[src/rtl/fft_seq_pkg.sv]
// Shared constants and state encoding for the FFT frame sequencer.
package fft_seq_pkg;

    localparam int unsigned FFT_N         = 512;
    localparam int unsigned FFT_LOG2N     = 9;
    localparam int unsigned FFT_CNT_W     = 11;
    localparam logic [17:0] FFT_SCALE_SCH = 18'd18;
    localparam logic        FWD           = 1'b1;

    typedef enum logic [2:0] {
        CFG,
        IDLE,
        LOAD,
        CALC,
        UNLOAD,
        SWAP
    } state_t;

endpackage

[src/rtl/frame_load_counter.sv]
// Issues exactly N FIFO read strobes, stalling while the FIFO is empty,
// then allows one data-settle cycle before pulsing done.
module frame_load_counter #(
    parameter int unsigned N     = 512,
    parameter int unsigned LOG2N = 9
) (
    input  logic clk,
    input  logic rst,
    input  logic start,
    input  logic fifo_empty,
    output logic rd_en,
    output logic ce_next,
    output logic done
);

    localparam logic [LOG2N:0] N_CNT = (LOG2N+1)'(N);

    logic             active;
    logic [LOG2N:0]   cnt;
    logic [LOG2N:0]   issued;
    logic             rd_en_next;

    // issued includes the strobe currently on the bus, so the next strobe
    // decision is made against the count as it will be after this edge
    always_comb begin
        issued     = cnt + {{LOG2N{1'b0}}, rd_en};
        rd_en_next = 1'b0;
        ce_next    = 1'b0;
        if (start) begin
            rd_en_next = ~fifo_empty;
            ce_next    = rd_en_next;
        end else if (active) begin
            rd_en_next = (issued < N_CNT) && !fifo_empty;
            ce_next    = rd_en_next || (issued == N_CNT);
        end
    end

    assign done = active && (cnt == N_CNT);

    always_ff @(posedge clk) begin
        if (rst) begin
            active <= 1'b0;
            cnt    <= '0;
            rd_en  <= 1'b0;
        end else if (start) begin
            active <= 1'b1;
            cnt    <= '0;
            rd_en  <= rd_en_next;
        end else if (active) begin
            cnt   <= issued;
            rd_en <= rd_en_next;
            if (done) begin
                active <= 1'b0;
            end
        end
    end

endmodule

[src/rtl/fft_frame_sequencer.sv]
// Frame controller: configures the FFT core, streams one frame from the FIFO,
// writes the spectrum into the hidden RAM bank and swaps display banks.
module fft_frame_sequencer
    import fft_seq_pkg::*;
#(
    parameter int unsigned N         = FFT_N,
    parameter int unsigned LOG2N     = FFT_LOG2N,
    parameter int unsigned CNT_W     = FFT_CNT_W,
    parameter logic [17:0] SCALE_SCH = FFT_SCALE_SCH
) (
    input  logic             clk,
    input  logic             rst,
    input  logic [CNT_W-1:0] fifo_count,
    input  logic             fifo_empty,
    output logic             fifo_rd_en,
    output logic             fft_ce,
    output logic             fft_start,
    output logic             fft_unload,
    output logic             fft_fwd_inv_we,
    output logic             fft_scale_sch_we,
    output logic             fft_fwd_inv,
    output logic [17:0]      fft_scale_sch,
    input  logic             fft_rfd,
    input  logic             fft_done,
    input  logic             fft_dv,
    input  logic [LOG2N-1:0] fft_xk_index,
    output logic             ram_we,
    output logic [LOG2N:0]   ram_waddr,
    output logic             disp_bank,
    input  logic             freeze,
    output logic             frame_done,
    output logic             overrun
);

    localparam logic [CNT_W-1:0] N_CNT    = CNT_W'(N);
    localparam logic [LOG2N-1:0] LAST_BIN = LOG2N'(N - 1);

    state_t state, state_next;

    logic cfg_we;
    logic cfg_we_n, start_n, unload_n, ce_n, frame_done_n;
    logic load_start, load_ce_next, load_done;

    // Reads only begin once a full frame is buffered, so rfd is not needed
    logic unused_rfd;
    assign unused_rfd = fft_rfd;

    assign fft_fwd_inv      = FWD;
    assign fft_scale_sch    = SCALE_SCH;
    assign fft_fwd_inv_we   = cfg_we;
    assign fft_scale_sch_we = cfg_we;

    // Unregistered so the RAM write lines up with the core's output beat
    assign ram_we    = (state == UNLOAD) && fft_dv;
    assign ram_waddr = {~disp_bank, fft_xk_index};

    frame_load_counter #(
        .N     (N),
        .LOG2N (LOG2N)
    ) u_load_cnt (
        .clk        (clk),
        .rst        (rst),
        .start      (load_start),
        .fifo_empty (fifo_empty),
        .rd_en      (fifo_rd_en),
        .ce_next    (load_ce_next),
        .done       (load_done)
    );

    always_comb begin
        state_next   = state;
        cfg_we_n     = 1'b0;
        start_n      = 1'b0;
        unload_n     = 1'b0;
        ce_n         = 1'b0;
        frame_done_n = 1'b0;
        load_start   = 1'b0;
        case (state)
            CFG: begin
                state_next = IDLE;
                cfg_we_n   = 1'b1;
            end
            IDLE: begin
                if (fifo_count >= N_CNT) begin
                    state_next = LOAD;
                    load_start = 1'b1;
                    start_n    = 1'b1;
                    ce_n       = load_ce_next;
                end
            end
            LOAD: begin
                if (load_done) begin
                    state_next = CALC;
                    ce_n       = 1'b1;
                end else begin
                    ce_n = load_ce_next;
                end
            end
            CALC: begin
                ce_n = 1'b1;
                if (fft_done) begin
                    state_next = UNLOAD;
                    unload_n   = 1'b1;
                end
            end
            UNLOAD: begin
                if (fft_dv && (fft_xk_index == LAST_BIN)) begin
                    state_next   = SWAP;
                    frame_done_n = 1'b1;
                end else begin
                    ce_n = 1'b1;
                end
            end
            SWAP: begin
                state_next = IDLE;
            end
            default: begin
                state_next = CFG;
            end
        endcase
    end

    always_ff @(posedge clk) begin
        if (rst) begin
            state      <= CFG;
            cfg_we     <= 1'b0;
            fft_start  <= 1'b0;
            fft_unload <= 1'b0;
            fft_ce     <= 1'b0;
            frame_done <= 1'b0;
            disp_bank  <= 1'b0;
            overrun    <= 1'b0;
        end else begin
            state      <= state_next;
            cfg_we     <= cfg_we_n;
            fft_start  <= start_n;
            fft_unload <= unload_n;
            fft_ce     <= ce_n;
            frame_done <= frame_done_n;
            if ((state == SWAP) && !freeze) begin
                disp_bank <= ~disp_bank;
            end
            if ((state != IDLE) && (fifo_count == '1)) begin
                overrun <= 1'b1;
            end
        end
    end

endmodule
[config.mk]
export PLATFORM = sky130hd
export DESIGN_NAME = fft_frame_sequencer
export DESIGN_NICKNAME = d
export VERILOG_FILES = /design/src/rtl/fft_seq_pkg.sv /design/src/rtl/frame_load_counter.sv /design/src/rtl/fft_frame_sequencer.sv
export SDC_FILE = /design/constraint.sdc
export NUM_CORES = 1
export LEC_CHECK = 0
export ABC_CLOCK_PERIOD_IN_PS = 4250
export CAP_MARGIN = 20
export CORE_ASPECT_RATIO = 0.6
export CORE_MARGIN = 2
export CORE_UTILIZATION = 36
export CTS_CLUSTER_DIAMETER = 200
export CTS_CLUSTER_SIZE = 12
export DETAILED_ROUTE_END_ITERATION = 6
export GPL_ROUTABILITY_DRIVEN = 0
export HOLD_SLACK_MARGIN = 0.06
export PLACE_DENSITY = 0.82
export SYNTH_ARGS = -nofsm -noshare
export SYNTH_HDL_FRONTEND = slang
export SYNTH_SLANG_ARGS = --single-unit
[constraint.sdc]
create_clock -name clk -period 4.25 [get_ports clk]
set_input_delay 0.85 -clock clk [delete_from_list [all_inputs] [get_ports clk]]
set_output_delay 0.85 -clock clk [all_outputs]
set_load 0.1 [all_outputs]
==> impl_metrics.py, run 1 <==
metrics = {
    "placed_design": {
        "dp_hpwl_um": 2389,
        "port_buffers": 45,
        "dpl.cell_count": 244,
    },
    "setup_path": {
        "cp-end-kind": "output port",
        "critPathMaxFanout": 3,
        "crit_buf_inv": 1,
        "r2r-end": "fft_ce",
        "path_cells": "clkdlybuf4s50_1",
        "slowest_stage": "clkdlybuf4s50_1",
        "startpoint_type": "flop",
        "crit_arrival_ns": 1.82,
        "reg2reg_slack_ns": 2.57,
        "cp.required_ns": 3.40,
        "critPathKind": "reg -> out",
        "crit_family": "buffers and inverters",
        "cp_slowest_stage_delay_ns": 1.17,
        "reg2reg_depth": 6,
        "rr_startpoint": "u_load_cnt.rd_en",
    },
    "clock_tree": {
        "root_buffer": "clkbuf_8",
        "clkLatencyLatePin_ns": 0.27,
        "htreeDepth": 1,
        "cts_buffer_depth": 2,
        "cts_buffers": 3,
        "clock_sinks": 22,
        "cts_resized": 0,
        "cts.clk_slew.worst_paths_ns": 0.08,
        "post_cts_buffers": 0,
        "tritoncts": "built",
        "postCtsHoldBufs": 0,
    },
    "floorplan": {
        "core_area_um2": 3680,
        "start_util_pct": 37.54,
        "rows": 17,
        "die_y_um": 51.98,
        "num_io_pins": 66,
        "die_x_um": 83.97,
        "die_area_um2": 4365,
    },
    "logic_synthesis": {
        "synthMuxAreaShare_pct": 1.449,
        "synthCells": 172,
        "synth.distinct_cells": 43,
        "synthSimpleGateAreaFrac_pct": 27.54,
        "synth-seq-area-share_pct": 31.88,
        "ys.flop_type": "dfxtp_1",
        "synth_fa_ha_area_share_pct": 1.812,
        "synth-edff-count": 0,
        "synth_compound_area_share_pct": 10.96,
        "async_flop_share_pct": 0,
        "yosysWarnings": 0,
        "synthTopCellsByArea": "dfxtp_1 (32%), buf_4 (17%), nor2_1 (6.3%), nand4_1 (3.2%), xnor2_1 (3.2%)",
        "syn_area_um2": 1381,
        "synth_top_cell_by_area": "dfxtp_1",
        "avgSynthCellArea_um2": 8.031,
        "synth-seq-cells": 22,
        "synth_xor_area_share_pct": 5.707,
        "synth_top_family_by_area": "simple AND/OR/NAND/NOR gates",
        "synth.top_cell.area_share_pct": 31.88,
    },
    "power": {
        "power_switching_w": 0.0002593,
        "p_leak_nw": 0.6629,
        "powerDensity_nw_per_um2": 347.1,
        "p_int_w": 0.0003336,
        "switching_share_pct": 43.73,
        "p_clk_share_pct": 21.3,
        "ir_worst_vdd_mv": 0.1674,
        "totalPowerFinal_w": 0.0005928,
        "pwr-share-seq_pct": 39.3,
        "power_frac_comb_pct": 39.4,
    },
    "finish": {
        "diodes": 0,
        "fin_cells": 247,
        "syn_to_final_growth_pct": 23.64,
        "layout-drive-gt1-share_pct": 8.500,
        "final_nets": 231,
        "fillerInstances": 367,
    },
    "min_path": {
        "worst_hold_startpoint": "overrun",
        "hold_class": "reg -> reg",
        "hold_path_end": "overrun",
        "hold_depth": 2,
    },
    "global_route": {
        "grt_max_degree": 16,
        "track_usage_pct": 13.28,
        "gr-total-overflow": 0,
        "grt_pass1_wl_um": 4671,
        "first_global_vias": 981,
        "antenna_found_initial": 0,
    },
    "route": {
        "via_per_inst": 4.891,
        "highest_layer": "met4",
        "met3_length_um": 188,
        "drtPass1Iterations": 4,
        "drcViolationCount": 0,
        "wl_met2_um": 1208,
        "finalWirelength_um": 2875,
        "wl_met1_um": 1448,
        "ant_nets": 0,
        "vias": 1208,
        "avgRoutedWirePerCell_um": 11.64,
        "drt-initial-drc-count": 101,
    },
    "sta": {
        "relSlewSlack_pct": 33.90,
        "hold_violations": 0,
        "skew_ns": 0.01206,
        "period_share_pct": 62.71,
        "slew_violations": 0,
        "setup_violations": 0,
        "rsz0062_at_grt": "false",
        "fmax_mhz": 375.2,
        "period_needed_ns": 2.665,
        "max_slew.worst_pin.slew_ns": 0.9885,
        "tns_ns": 0,
    },
    "status": {
        "status": "complete, no violations",
    },
    "run": {
        "drv_cap": 0,
    },
}
## layout by cell type (no fill, tap or decap), types with 2 or more instances in the layout
master and n:
xor2_1 4, clkbuf_8 3, a21oi_1 6, nand3_1 4, and3_1 2, nand4_1 7
a31oi_1 2, or3_1 4, clkdlybuf4s50_1 35, nor3b_1 2, nor3_1 5, dfxtp_1 22
nand2b_1 3, nand3b_1 2, o21ai_0 5, buf_4 10, inv_1 4, nor2_1 23
mux2i_1 2, xnor2_1 5, conb_1 19, nand2_1 10, ha_1 2
## registers in the layout (all words and copies together) (netlist names)
name               count
u_load_cnt.cnt        10
state                  3
disp_bank              1
fft_ce                 1
fft_fwd_inv_we         1
fft_start              1
fft_unload             1
frame_done             1
overrun                1
u_load_cnt.active      1
u_load_cnt.rd_en       1
## kinds of logic (layout without fill, tap and decap cells)
family / count (synthesis) / count (layout)
and+or+nand+nor: 71 / 71
buffers and inverters: 41 / 52
AOI/OAI and AO/OA: 23 / 23
DFF: 22 / 22
xor gates and xnor gates: 9 / 9
adders and majority gates: 2 / 2
other: 2 / 19
muxes: 2 / 2
## layout make-up
class / instances / area, µm² / area share, %
timing repair buffer: 45 / 425.4 / 24.91
clock buffer: 3 / 41.29 / 2.418
tap: 47 / 58.81 / 3.443
multi-input combinational: 126 / 726.9 / 42.56
inverter: 4 / 15.01 / 0.8791
sequential: 22 / 440.4 / 25.79
## cells in the mapped netlist, types with 2 or more instances
library cell,n
buf_4,32
nor2_1,23
dfxtp_1,22
nand2_1,10
nand4_1,7
a21oi_1,6
nor3_1,5
o21ai_0,5
xnor2_1,5
inv_1,4
nand3_1,4
or3_1,4
xor2_1,4
buf_2,3
nand2b_1,3
a31oi_1,2
and3_1,2
conb_1,2
ha_1,2
mux2i_1,2
nand3b_1,2
nor3b_1,2
## metal layers
layer	up-vias	track usage (%)
li1	607	-
met1	549	21.54
met2	48	17.87
met3	4	2.222
met4	0	2.419
met5	-	0
## power groups by stage
| stage | Clock (W) | Combinational [W] | Sequential [W] |
|---|---|---|---|
| 2_1_floorplan | 0 | 0.000188 | 0.000255 |
| 3_3_place_gp | 0 | 0.000232 | 0.000237 |
| 3_5_place_dp | 0 | 0.000233 | 0.000237 |
| 4_1_cts | 0.000129 | 0.000233 | 0.000232 |
| 5_1_grt | 0.000141 | 0.000243 | 0.000236 |
| 6_report | 0.000126 | 0.000233 | 0.000233 |
## stage by stage
stage	setup WS [ns]	cell area, µm²	utilization, %	hold slack, ns
detailed placement	1.638	1667	45.29	0.4670
global route	1.553	1708	46.41	0.4946
global placement	1.647	1667	45.29	0.4538
finish	1.585	1708	46.41	0.4839
CTS	1.579	1708	46.41	0.4873
floorplan	1.746	1445	-	0.4822
## worst max-delay path by stage
stage	start	endpoint	slack, ns	cells after the start
floorplan	disp_bank	ram_waddr[9]	1.75	1
global placement	fft_dv	ram_we	1.65	3
detailed placement	fft_dv	ram_we	1.64	3
CTS	u_load_cnt.rd_en	fifo_rd_en	1.58	1
global route	u_load_cnt.rd_en	fifo_rd_en	1.55	1
finish	u_load_cnt.rd_en	fifo_rd_en	1.58	1
Note: power is estimated with default switching activity, not from simulation.
==> run 2: changes to the inputs <==
Settings changed: ABC_CLOCK_PERIOD_IN_PS 4250 to 2600.
Clock period 4.25 ns to 2.6 ns, I/O delays scaled along.
==> run 2 against run 1 <==
Net effect: flip-flop and latch count unchanged; clock skew down 0.0061 ns; sequential share of layout area down 1.5 points; worst setup slack worse by 0.89 ns; critical endpoint is now u_load_cnt.cnt[7]; largest power group is now combinational logic.
==> impl_metrics.py, run 2 (synthesized netlist as in run 1, its figures left out) <==
metrics = {
    "status": {
        "status": "complete, no violations",
    },
    "power": {
        "switching_share_pct": 43.64,
        "pwr-share-seq_pct": 38.3,
        "p_leak_nw": 0.7289,
        "powerDensity_nw_per_um2": 548.1,
        "power_frac_comb_pct": 40.6,
        "ir_worst_vdd_mv": 0.3229,
        "p_int_w": 0.0005609,
        "power_switching_w": 0.0004343,
        "p_clk_share_pct": 21.1,
    },
    "route": {
        "via_per_inst": 4.794,
        "drtPass1Iterations": 4,
        "drcViolationCount": 0,
        "ant_nets": 0,
        "finalWirelength_um": 3162,
        "avgRoutedWirePerCell_um": 12.75,
        "drt-initial-drc-count": 42,
        "vias": 1189,
    },
    "floorplan": {
        "num_io_pins": 66,
        "start_util_pct": 37.54,
        "die_y_um": 51.98,
        "core_area_um2": 3680,
        "die_area_um2": 4365,
        "rows": 17,
        "die_x_um": 83.97,
    },
    "sta": {
        "max_slew.worst_pin.slew_ns": 0.5104,
        "tns_ns": 0,
        "hold_violations": 0,
        "rsz0062_at_grt": "false",
        "setup_violations": 0,
        "slew_violations": 0,
        "setup_slack_ns": 0.6940,
        "period_share_pct": 73.31,
        "skew_ns": 0.006001,
        "relSlewSlack_pct": 65.93,
        "fmax_mhz": 524.7,
        "period_needed_ns": 1.906,
    },
    "finish": {
        "syn_to_final_growth_pct": 31.43,
        "layout_common_cells": "clkdlybuf4s50_1 (25), nor2_1 (23), dfxtp_1 (22)",
        "final_nets": 232,
        "layout-drive-gt1-share_pct": 13.93,
        "max_flop_register": "u_load_cnt.cnt",
        "final_util_pct": 49.34,
        "largest_reg_flops": 10,
        "diodes": 0,
        "final_common_cell": "clkdlybuf4s50_1",
        "reg_top3": "u_load_cnt.cnt: 10 flops, state: 3 flops",
    },
    "setup_path": {
        "r2r-end": "fft_ce",
        "crit_arrival_ns": 2.05,
        "critPathKind": "in -> reg",
        "reg2reg_depth": 6,
        "cp.required_ns": 2.74,
        "rr_startpoint": "u_load_cnt.rd_en",
        "startpoint_type": "input pin",
        "reg2reg_slack_ns": 0.82,
        "critPathMaxFanout": 10,
        "cp-end-kind": "flop",
    },
    "min_path": {
        "hold_depth": 2,
        "hold_path_end": "overrun",
        "worst_hold_startpoint": "overrun",
        "hold_class": "reg -> reg",
    },
    "placed_design": {
        "post-place-ws_ns": 0.4160,
        "port_buffers": 45,
        "dp_hpwl_um": 2577,
    },
    "clock_tree": {
        "postCtsHoldBufs": 0,
        "root_buffer": "clkbuf_8",
        "post_cts_buffers": 0,
        "clock_sinks": 22,
        "cts_resized": 0,
        "tritoncts": "built",
        "cts_buffers": 3,
        "htreeDepth": 1,
        "cts_buffer_depth": 2,
        "cts.clk_slew.worst_paths_ns": 0.08,
        "clkLatencyLatePin_ns": 0.26,
    },
    "global_route": {
        "grt_max_degree": 16,
        "gr-total-overflow": 0,
        "antenna_found_initial": 0,
        "grt_pass1_wl_um": 4740,
        "track_usage_pct": 13.77,
        "first_global_vias": 968,
    },
    "run": {
        "drv_cap": 0,
    },
}
-- run 2: cell types whose count changed in the layout (fill, tap and decap cells not counted), sizes merged --
cell           before  now
buf                10   21
clkdlybuf4s50      35   25
-- run 2: power groups by stage --
stage	sequential, W	combinational, W	clock (W)
6_report	0.000381	0.000404	0.000210
5_1_grt	0.000385	0.000420	0.000234
4_1_cts	0.000380	0.000403	0.000222
3_5_place_dp	0.000389	0.000403	0
3_3_place_gp	0.000387	0.000399	0
2_1_floorplan	0.000417	0.000307	0
-- run 2: worst max-delay path, stage by stage --
cell and delay, ns:
clkdlybuf4s50_1 0.48, nor2_1 0.09, or3_1 0.48, nand2b_1 0.37, nor2_1 0.10
-- run 2: metrics by stage --
step | cells | hold slack, ns | cell area [µm²] | total power, W
floorplan | 189 | 0.4822 | 1445 | 0.0007235
global placement | 245 | 0.4589 | 1774 | 0.0007856
detailed placement | 245 | 0.4757 | 1774 | 0.0007916
CTS | 248 | 0.4928 | 1815 | 0.001006
global route | 248 | 0.4973 | 1815 | 0.001039
finish | 248 | 0.4847 | 1815 | 0.0009951
-- run 2: layer usage --
layer	wire length, µm	global-route usage [%]	share of wire [%]
met5	0	0	0
met1	1607	21.66	51
met3	155	2.222	4.9
met4	11	2.419	0.35
met2	1387	19.60	44
-- run 2: how the worst max path moves through the flow --
| stage | end | start | slack, ns |
|---|---|---|---|
| 2_1_floorplan | fft_ce | u_load_cnt.rd_en | 0.39 |
| 3_3_place_gp | fft_ce | fifo_count[9] | 0.46 |
| 3_5_place_dp | u_load_cnt.cnt[1] | fifo_count[9] | 0.42 |
| 4_1_cts | ram_we | fft_dv | 0.70 |
| 5_1_grt | u_load_cnt.cnt[2] | fifo_count[9] | 0.63 |
| 6_report | u_load_cnt.cnt[7] | fifo_count[9] | 0.69 |
-- run 2: final cells by class --
cell class / instances / area, µm²
Tap cell: 47 / 58.81
Fill cell: 357 / 1864
Sequential cell: 22 / 440.4
Clock buffer: 3 / 41.29
Multi-Input combinational cell: 126 / 726.9
Inverter: 4 / 15.01
Timing Repair Buffer: 46 / 533.0
